### config.mk
export PLATFORM = sky130hd
export DESIGN_NAME = rotation_aligner
export DESIGN_NICKNAME = d
export VERILOG_FILES = /design/src/rtl/rotator_pkg.sv /design/src/rtl/rot_left_one.sv /design/src/rtl/rotation_aligner.sv
export SDC_FILE = /design/constraint.sdc
export NUM_CORES = 1
export LEC_CHECK = 0
export CAP_MARGIN = 40
export CORE_ASPECT_RATIO = 1.2
export CORE_MARGIN = 8
export CORE_UTILIZATION = 38
export CTS_CLUSTER_SIZE = 8
export DETAILED_ROUTE_END_ITERATION = 16
export SYNTH_ARGS = -nofsm -noshare
export SYNTH_HDL_FRONTEND = slang
export SYNTH_HIERARCHICAL = 1
export SYNTH_SLANG_ARGS = --single-unit
### constraint.sdc
create_clock -name clk -period 2.2 [get_ports clk]
set_clock_uncertainty 0.1 [all_clocks]
set_input_delay 0.66 -clock clk [delete_from_list [all_inputs] [get_ports clk]]
set_output_delay 0.66 -clock clk [all_outputs]
set_load 0.02 [all_outputs]
### src/rtl/rotator_pkg.sv
`default_nettype none
// ============================================================================
//  Module   : rotator_pkg
//  Purpose  : Shared definitions for the rotation aligner: the FSM state
//             encoding used by rotation_aligner.
//  Contents : IDLE / SEARCH / DONE state codes (2 bits).
//  Revision : 1.0 - initial release
// ============================================================================
package rotator_pkg;

    localparam logic [1:0] IDLE   = 2'd0;
    localparam logic [1:0] SEARCH = 2'd1;
    localparam logic [1:0] DONE   = 2'd2;

endpackage : rotator_pkg
`default_nettype wire

### src/rtl/rot_left_one.sv
`default_nettype none
// ============================================================================
//  Module   : rot_left_one
//  Purpose  : Purely combinational rotate-left by one bit position.
//  Ports    : i_data [WIDTH-1:0] - word to rotate
//             o_data [WIDTH-1:0] - i_data rotated left by one (MSB -> LSB)
//  Revision : 1.0 - initial release
// ============================================================================
module rot_left_one #(
    parameter int WIDTH = 8
) (
    input  logic [WIDTH-1:0] i_data,
    output logic [WIDTH-1:0] o_data
);

    assign o_data = {i_data[WIDTH-2:0], i_data[WIDTH-1]};

endmodule : rot_left_one
`default_nettype wire

### src/rtl/rotation_aligner.sv
`default_nettype none
// ============================================================================
//  Module   : rotation_aligner
//  Purpose  : Finds the smallest rotate-left amount that turns a captured
//             word into a captured target pattern, testing one rotation per
//             clock cycle, and reports the aligned word and the amount.
//  Ports    : clk          - clock, rising edge
//             rst_n        - synchronous active-low reset
//             in_valid     - word/pattern offered
//             in_ready     - block idle, able to accept (decoded from state)
//             data_in      - rotated word to align
//             pattern      - target alignment word
//             out_valid    - result presented
//             out_ready    - consumer takes the result
//             data_aligned - aligned word (original word if no match)
//             SHAMT        - recovered rotate-left amount (0 if no match)
//             found        - a matching rotation exists
//  Revision : 1.0 - initial release
// ============================================================================
module rotation_aligner
    import rotator_pkg::*;
#(
    parameter int WIDTH = 8
) (
    input  logic                     clk,
    input  logic                     rst_n,
    input  logic                     in_valid,
    output logic                     in_ready,
    input  logic [WIDTH-1:0]         data_in,
    input  logic [WIDTH-1:0]         pattern,
    output logic                     out_valid,
    input  logic                     out_ready,
    output logic [WIDTH-1:0]         data_aligned,
    output logic [$clog2(WIDTH)-1:0] SHAMT,
    output logic                     found
);

    localparam int               c_KW   = $clog2(WIDTH);
    localparam logic [c_KW-1:0]  c_KMAX = c_KW'(WIDTH - 1);

    logic [1:0]       r_state;
    logic [WIDTH-1:0] r_work;
    logic [WIDTH-1:0] r_pat;
    logic [c_KW-1:0]  r_k;
    logic [WIDTH-1:0] r_aligned;
    logic [c_KW-1:0]  r_shamt;
    logic             r_found;

    logic [WIDTH-1:0] w_rot;
    logic             w_match;
    logic             w_last;

    rot_left_one #(
        .WIDTH (WIDTH)
    ) u_rot (
        .i_data (r_work),
        .o_data (w_rot)
    );

    // Compare only registered copies so no input reaches an output
    // combinationally.
    assign w_match = (r_work == r_pat);
    assign w_last  = (r_k == c_KMAX);

    always_ff @(posedge clk) begin
        if (!rst_n) begin
            r_state   <= IDLE;
            r_work    <= '0;
            r_pat     <= '0;
            r_k       <= '0;
            r_aligned <= '0;
            r_shamt   <= '0;
            r_found   <= 1'b0;
        end else begin
            case (r_state)
                IDLE: begin
                    if (in_valid) begin
                        r_work  <= data_in;
                        r_pat   <= pattern;
                        r_k     <= '0;
                        r_state <= SEARCH;
                    end
                end
                SEARCH: begin
                    if (w_match) begin
                        r_found   <= 1'b1;
                        r_shamt   <= r_k;
                        r_aligned <= r_work;
                        r_state   <= DONE;
                    end else if (w_last) begin
                        // After WIDTH-1 single rotations, one more rotation
                        // restores the originally captured word, so no extra
                        // copy of data_in needs to be kept.
                        r_found   <= 1'b0;
                        r_shamt   <= '0;
                        r_aligned <= w_rot;
                        r_state   <= DONE;
                    end else begin
                        r_work <= w_rot;
                        r_k    <= r_k + 1'b1;
                    end
                end
                DONE: begin
                    if (out_ready) begin
                        r_state <= IDLE;
                    end
                end
                default: begin
                    r_state <= IDLE;
                end
            endcase
        end
    end

    assign in_ready     = (r_state == IDLE);
    assign out_valid    = (r_state == DONE);
    assign data_aligned = r_aligned;
    assign SHAMT        = r_shamt;
    assign found        = r_found;

endmodule : rotation_aligner
`default_nettype wire

== Word level (Yosys, flattened, before mapping) ==
Cells that the tools add are included.
Word-level totals
  output and inout port bits: 14
  word-level logic and storage cells: 43
  input port bits: 20
  flip-flop bits (word level): 33
Operators by class
  eq/ne operators: 9
  reduce and logical (&&, ||, !) cells: 7
  muxes and demuxes: 19
  add/sub/neg operators: 1
Operators with widths (number)
  8-bit two-way mux: 5
  8-bit case mux with 2 select lines: 1
  3-bit two-way mux: 5
  8-bit equality test: 1
  2-bit two-way mux: 4
  2-bit inequality test (second input constant): 3
  2-bit case mux with 3 select lines: 1
  3-bit case mux with 2 select lines: 1
  2-bit AND reduction: 2
  4-bit AND reduction: 1
  2-bit nonzero test: 2
  3-bit by 1-bit adder with 3-bit output (second input constant): 1
  3-bit equality test (second input constant): 1
  3-bit inequality test (second input constant): 1
  3-bit AND reduction: 1
  2-bit by 1-bit equality test with 1-bit output (second input constant): 1
  2-bit equality test (second input constant): 1
  2-bit logical NOT: 1
  1-bit two-way mux: 2
  2-bit by 1-bit inequality test with 1-bit output (second input constant): 1

== Logic depth before layout (Yosys ltp) ==
  depth after elaboration: 4
  depth in mapped cells: 7
  mapped depth without buffers: 7

== Hierarchy ==
The synthesis kept the hierarchy.
By module, submodules not included
  rotation_aligner: cells each 221, sequential area each 660.6 µm², times used 1, area an instance 1739.2 µm²
  rot_left_one: cells each 8, sequential area each 0.0 µm², times used 1, area an instance 60.1 µm²

== Worst setup path before layout ==
No wires, ideal clock.
  path kind: in2reg
  start point: input in_valid
  end point: register r_k[1]
  stages: 7
  setup slack: 0.466 ns
  setup time: 0.071 ns
  arrival: 1.563 ns
  path through: nor2b_1 > buf_2 > nand2b_1 > buf_2 > buf_2 > o311ai_1 > a21oi_1
On the way
  longest elaborated chain between the ends: 2
Ends and longest elaborated chain
  from (decl): line rotation_aligner.sv:27  | input logic in_valid,
  2-bit inequality test (no line)
  4-bit AND reduction (no line)
  to (signal assigned): line rotation_aligner.sv:100  | r_k <= r_k + 1'b1;
  to (decl): line rotation_aligner.sv:44  | logic [c_KW-1:0] r_k;
No other way between the ends.
A chain may end at the register's enable or synchronous reset.

== Final worst setup path ==
  start point: register r_state[1]
  end point: output in_ready
On the way
  longest elaborated chain between the ends: 1
Ends and longest elaborated chain
  from (decl): line rotation_aligner.sv:41  | logic [1:0] r_state;
  from (signal assigned): line rotation_aligner.sv:67  | r_state <= IDLE;
  from (signal assigned): line rotation_aligner.sv:81  | r_state <= SEARCH;
  from (signal assigned): line rotation_aligner.sv:89  | r_state <= DONE;
  2-bit logical NOT: line rotation_aligner.sv:115  | assign in_ready = (r_state == IDLE);
  to (decl): line rotation_aligner.sv:28  | output logic in_ready,
No other way between the ends.

==> summary.txt <==
Setup path
  – CP Class: reg -> out
  – Req. time, crit path: 1440 ps
  – Reg2Reg Depth: 6
  – Crit. End Element: primary output
  – Crit path launch type: register
  – Max FO, Critical Path: 6
  – Reg2reg start: r_work[3]
  – Critical Path AT: 1360 ps
  – Reg2reg setup slack: 350 ps
  – RR Endpoint: data_aligned[3]

Global route
  – Number of global-route vias before repair: 1730
  – Largest net degree at the start of global routing: 28
  – GRT busiest layer: met2
  – GR met3 Demand/Resource: 0.0365
  – Met1 Usage GRT: 0.158
  – Gr ovfl total: 0
  – GR Util All Layers: 0.136
  – First-pass GRT wire length: 8070 um
  – GR Layer Usage met2: 0.235
  – Initial antenna violation count: 0

Clock tree
  – Root Driver: clkbuf_8
  – Setup bufs post-CTS: 0
  – Clk sink count: 33
  – Hold-fix buffers, CTS: 0
  – TritonCTS buffer count: 5
  – Clk buf depth: 2
  – H-tree levels: 2
  – Clock Latency Late Sink: 290 ps
  – CTS tree: built
  – Post-cts repair resize count: 1
  – Clock Pin Slew Worst Setup and Hold Paths: 70 ps

Placed design
  – Post-DP HPWL: 3360 um
  – Port bufs: 33
  – Placer Congestion: 0.789

Power and ir drop
  – Power per cell area: 772 mW/mm^2
  – IR drop worst, VDD: 0.441 mV
  – Leakage: 0.842 nW

Layout
  – Share of cells above drive strength 1: 0.121
  – Layout area overhead: 29.3%
  – Most frequent cells in the layout: nand2_1, dfxtp_1, clkdlybuf4s50_1
  – # diodes: 0
  – Most common cell after layout, fill and taps aside: nand2_1
  – Final nets: 285

STA
  – Worst hold slack: 363 ps
  – Worst Max-Slew Pin Slew: 359 ps
  – Final hold vios: 0
  – Setup TNS: 0 ps
  – RSZ-0062 raised after global routing: false
  – Slew HR: 0.760
  – # setup viols final: 0
  – Fmax: 472 MHz
  – Tcrit/Tclk final: 0.962
  – Min Clock Period, post-route: 2120 ps
  – Max Transition Viols Final: 0

Min path
  – Worst Hold End: found
  – Hold depth: 2
  – Hold Startpoint: found
  – Worst Hold Class: reg -> reg

Detailed routing
  – Vias/cell: 5.37
  – DR WL/cell: 15.0 um
  – Via count: 1729
  – Post-route ant nets: 0
  – Initial DRC Count: 153
  – # DRC: 0
  – 1st-pass router iterations: 4
  – Final WL: 4820 um

Logic synthesis
  – Distinct cells, synth: 30
  – Post-synthesis sequential element count: 33
  – Sequential share of the synthesized area: 0.367
  – Syn Inst Count: 229
  – Netlist Area Pre-Place: 0.00180 sq mm
  – Syn_nets: 251
  – Syn. warnings: 6
  – Syn_area_per_cell: 7.86 sq um

Floorplanning
  – Die Wd: 78.8 um
  – Core box area: 0.00456 sq mm
  – Top Ports: 34
  – Num rows: 27
  – Die height: 91.4 um
  – Die ar.: 0.00720 sq mm
  – Starting Density: 0.395

Run
  – Max Cap Viol: 0

Status
  – Run status: finished clean
## critical path: stages (launching register included)
cell	delay, ps
dfxtp_1	360
nor2_1	100
clkdlybuf4s50_1	610
## worst max path at each step
stage	cells after the start	slack, ps	to	startpoint
6_report	2	80	in_ready	r_state[1]
5_1_grt	2	20	in_ready	r_state[1]
4_1_cts	2	60	in_ready	r_state[1]
3_5_place_dp	7	80	r_work[0]	in_valid
3_3_place_gp	7	90	r_work[0]	in_valid
2_1_floorplan	7	470	r_k[1]	in_valid
## per-stage QoR
stage / std cells / area, sq um / power [mW] / utilization / setup slack (ps)
after global placement: 314 / 2190 / 1.13 / 0.481 / 86.0
after CTS: 322 / 2330 / 1.81 / 0.510 / 58.6
after detailed placement: 314 / 2190 / 1.13 / 0.481 / 75.4
after floorplan: 229 / 1800 / 0.992 / - / 466
after global routing: 322 / 2330 / 1.88 / 0.510 / 15.9
final: 322 / 2330 / 1.80 / 0.510 / 83.5
## routing by layer
layer	wire, um	up-vias
met5	0	-
met4	65	0
met3	208	7
met2	2430	41
met1	2120	808
li1	-	873
## sequential cells by signal (all words and copies together), names as in the netlist
name,count
r_work,8
found,1
r_k,3
r_pat,8
r_state,2
SHAMT,3
data_aligned,8
## synth_stat cells
cell type,n,area share
a21oi_1,27,0.075
and2_1,1,0.0035
buf_2,6,0.017
buf_6,3,0.019
clkbuf_1,6,0.013
nand4b_1,1,0.0049
o21ai_0,8,0.022
nand4_1,8,0.028
nor2_1,2,0.0042
buf_4,8,0.033
nand3_1,18,0.050
nand2_1,42,0.088
a41oi_2,1,0.0090
xor2_1,8,0.039
nor4_2,2,0.014
o21a_1,2,0.0083
o311ai_1,2,0.0097
o21ai_1,1,0.0028
dfxtp_1,33,0.37
and2_4,1,0.0049
nand2b_1,2,0.0070
nand3b_1,8,0.033
a31oi_1,8,0.028
o22ai_1,3,0.010
nor2b_1,13,0.045
ha_1,2,0.014
buf_1,3,0.0063
a21o_1,2,0.0083
a41oi_1,7,0.034
clkinv_1,1,0.0021
## final cells by class
| type | count | area, sq um |
|---|---|---|
| Clock inverter | 3 | 65.1 |
| Clock buffer | 5 | 68.8 |
| Tap cell | 58 | 72.6 |
| Timing Repair Buffer | 53 | 479 |
| Fill cell | 443 | 2230 |
| Inverter | 1 | 3.75 |
| Sequential cell | 33 | 661 |
| Multi-Input combinational cell | 169 | 977 |
## kinds of logic after synthesis
kind of cell	synth area share
AND/OR/NAND/NOR	0.282
flip-flops	0.367
AO/OA/AOI/OAI	0.208
XOR/XNOR	0.0389
adder cells (fa/ha/maj)	0.0139
buffers and inverters	0.0897
## where the power goes
group          total (mW)  internal [mW]  switching, mW  leakage (nW)
combinational       0.437          0.187          0.250         0.505
sequential          0.679          0.640         0.0392         0.269
clock               0.680          0.450          0.230        0.0681
(Power assumes the default switching activity.)
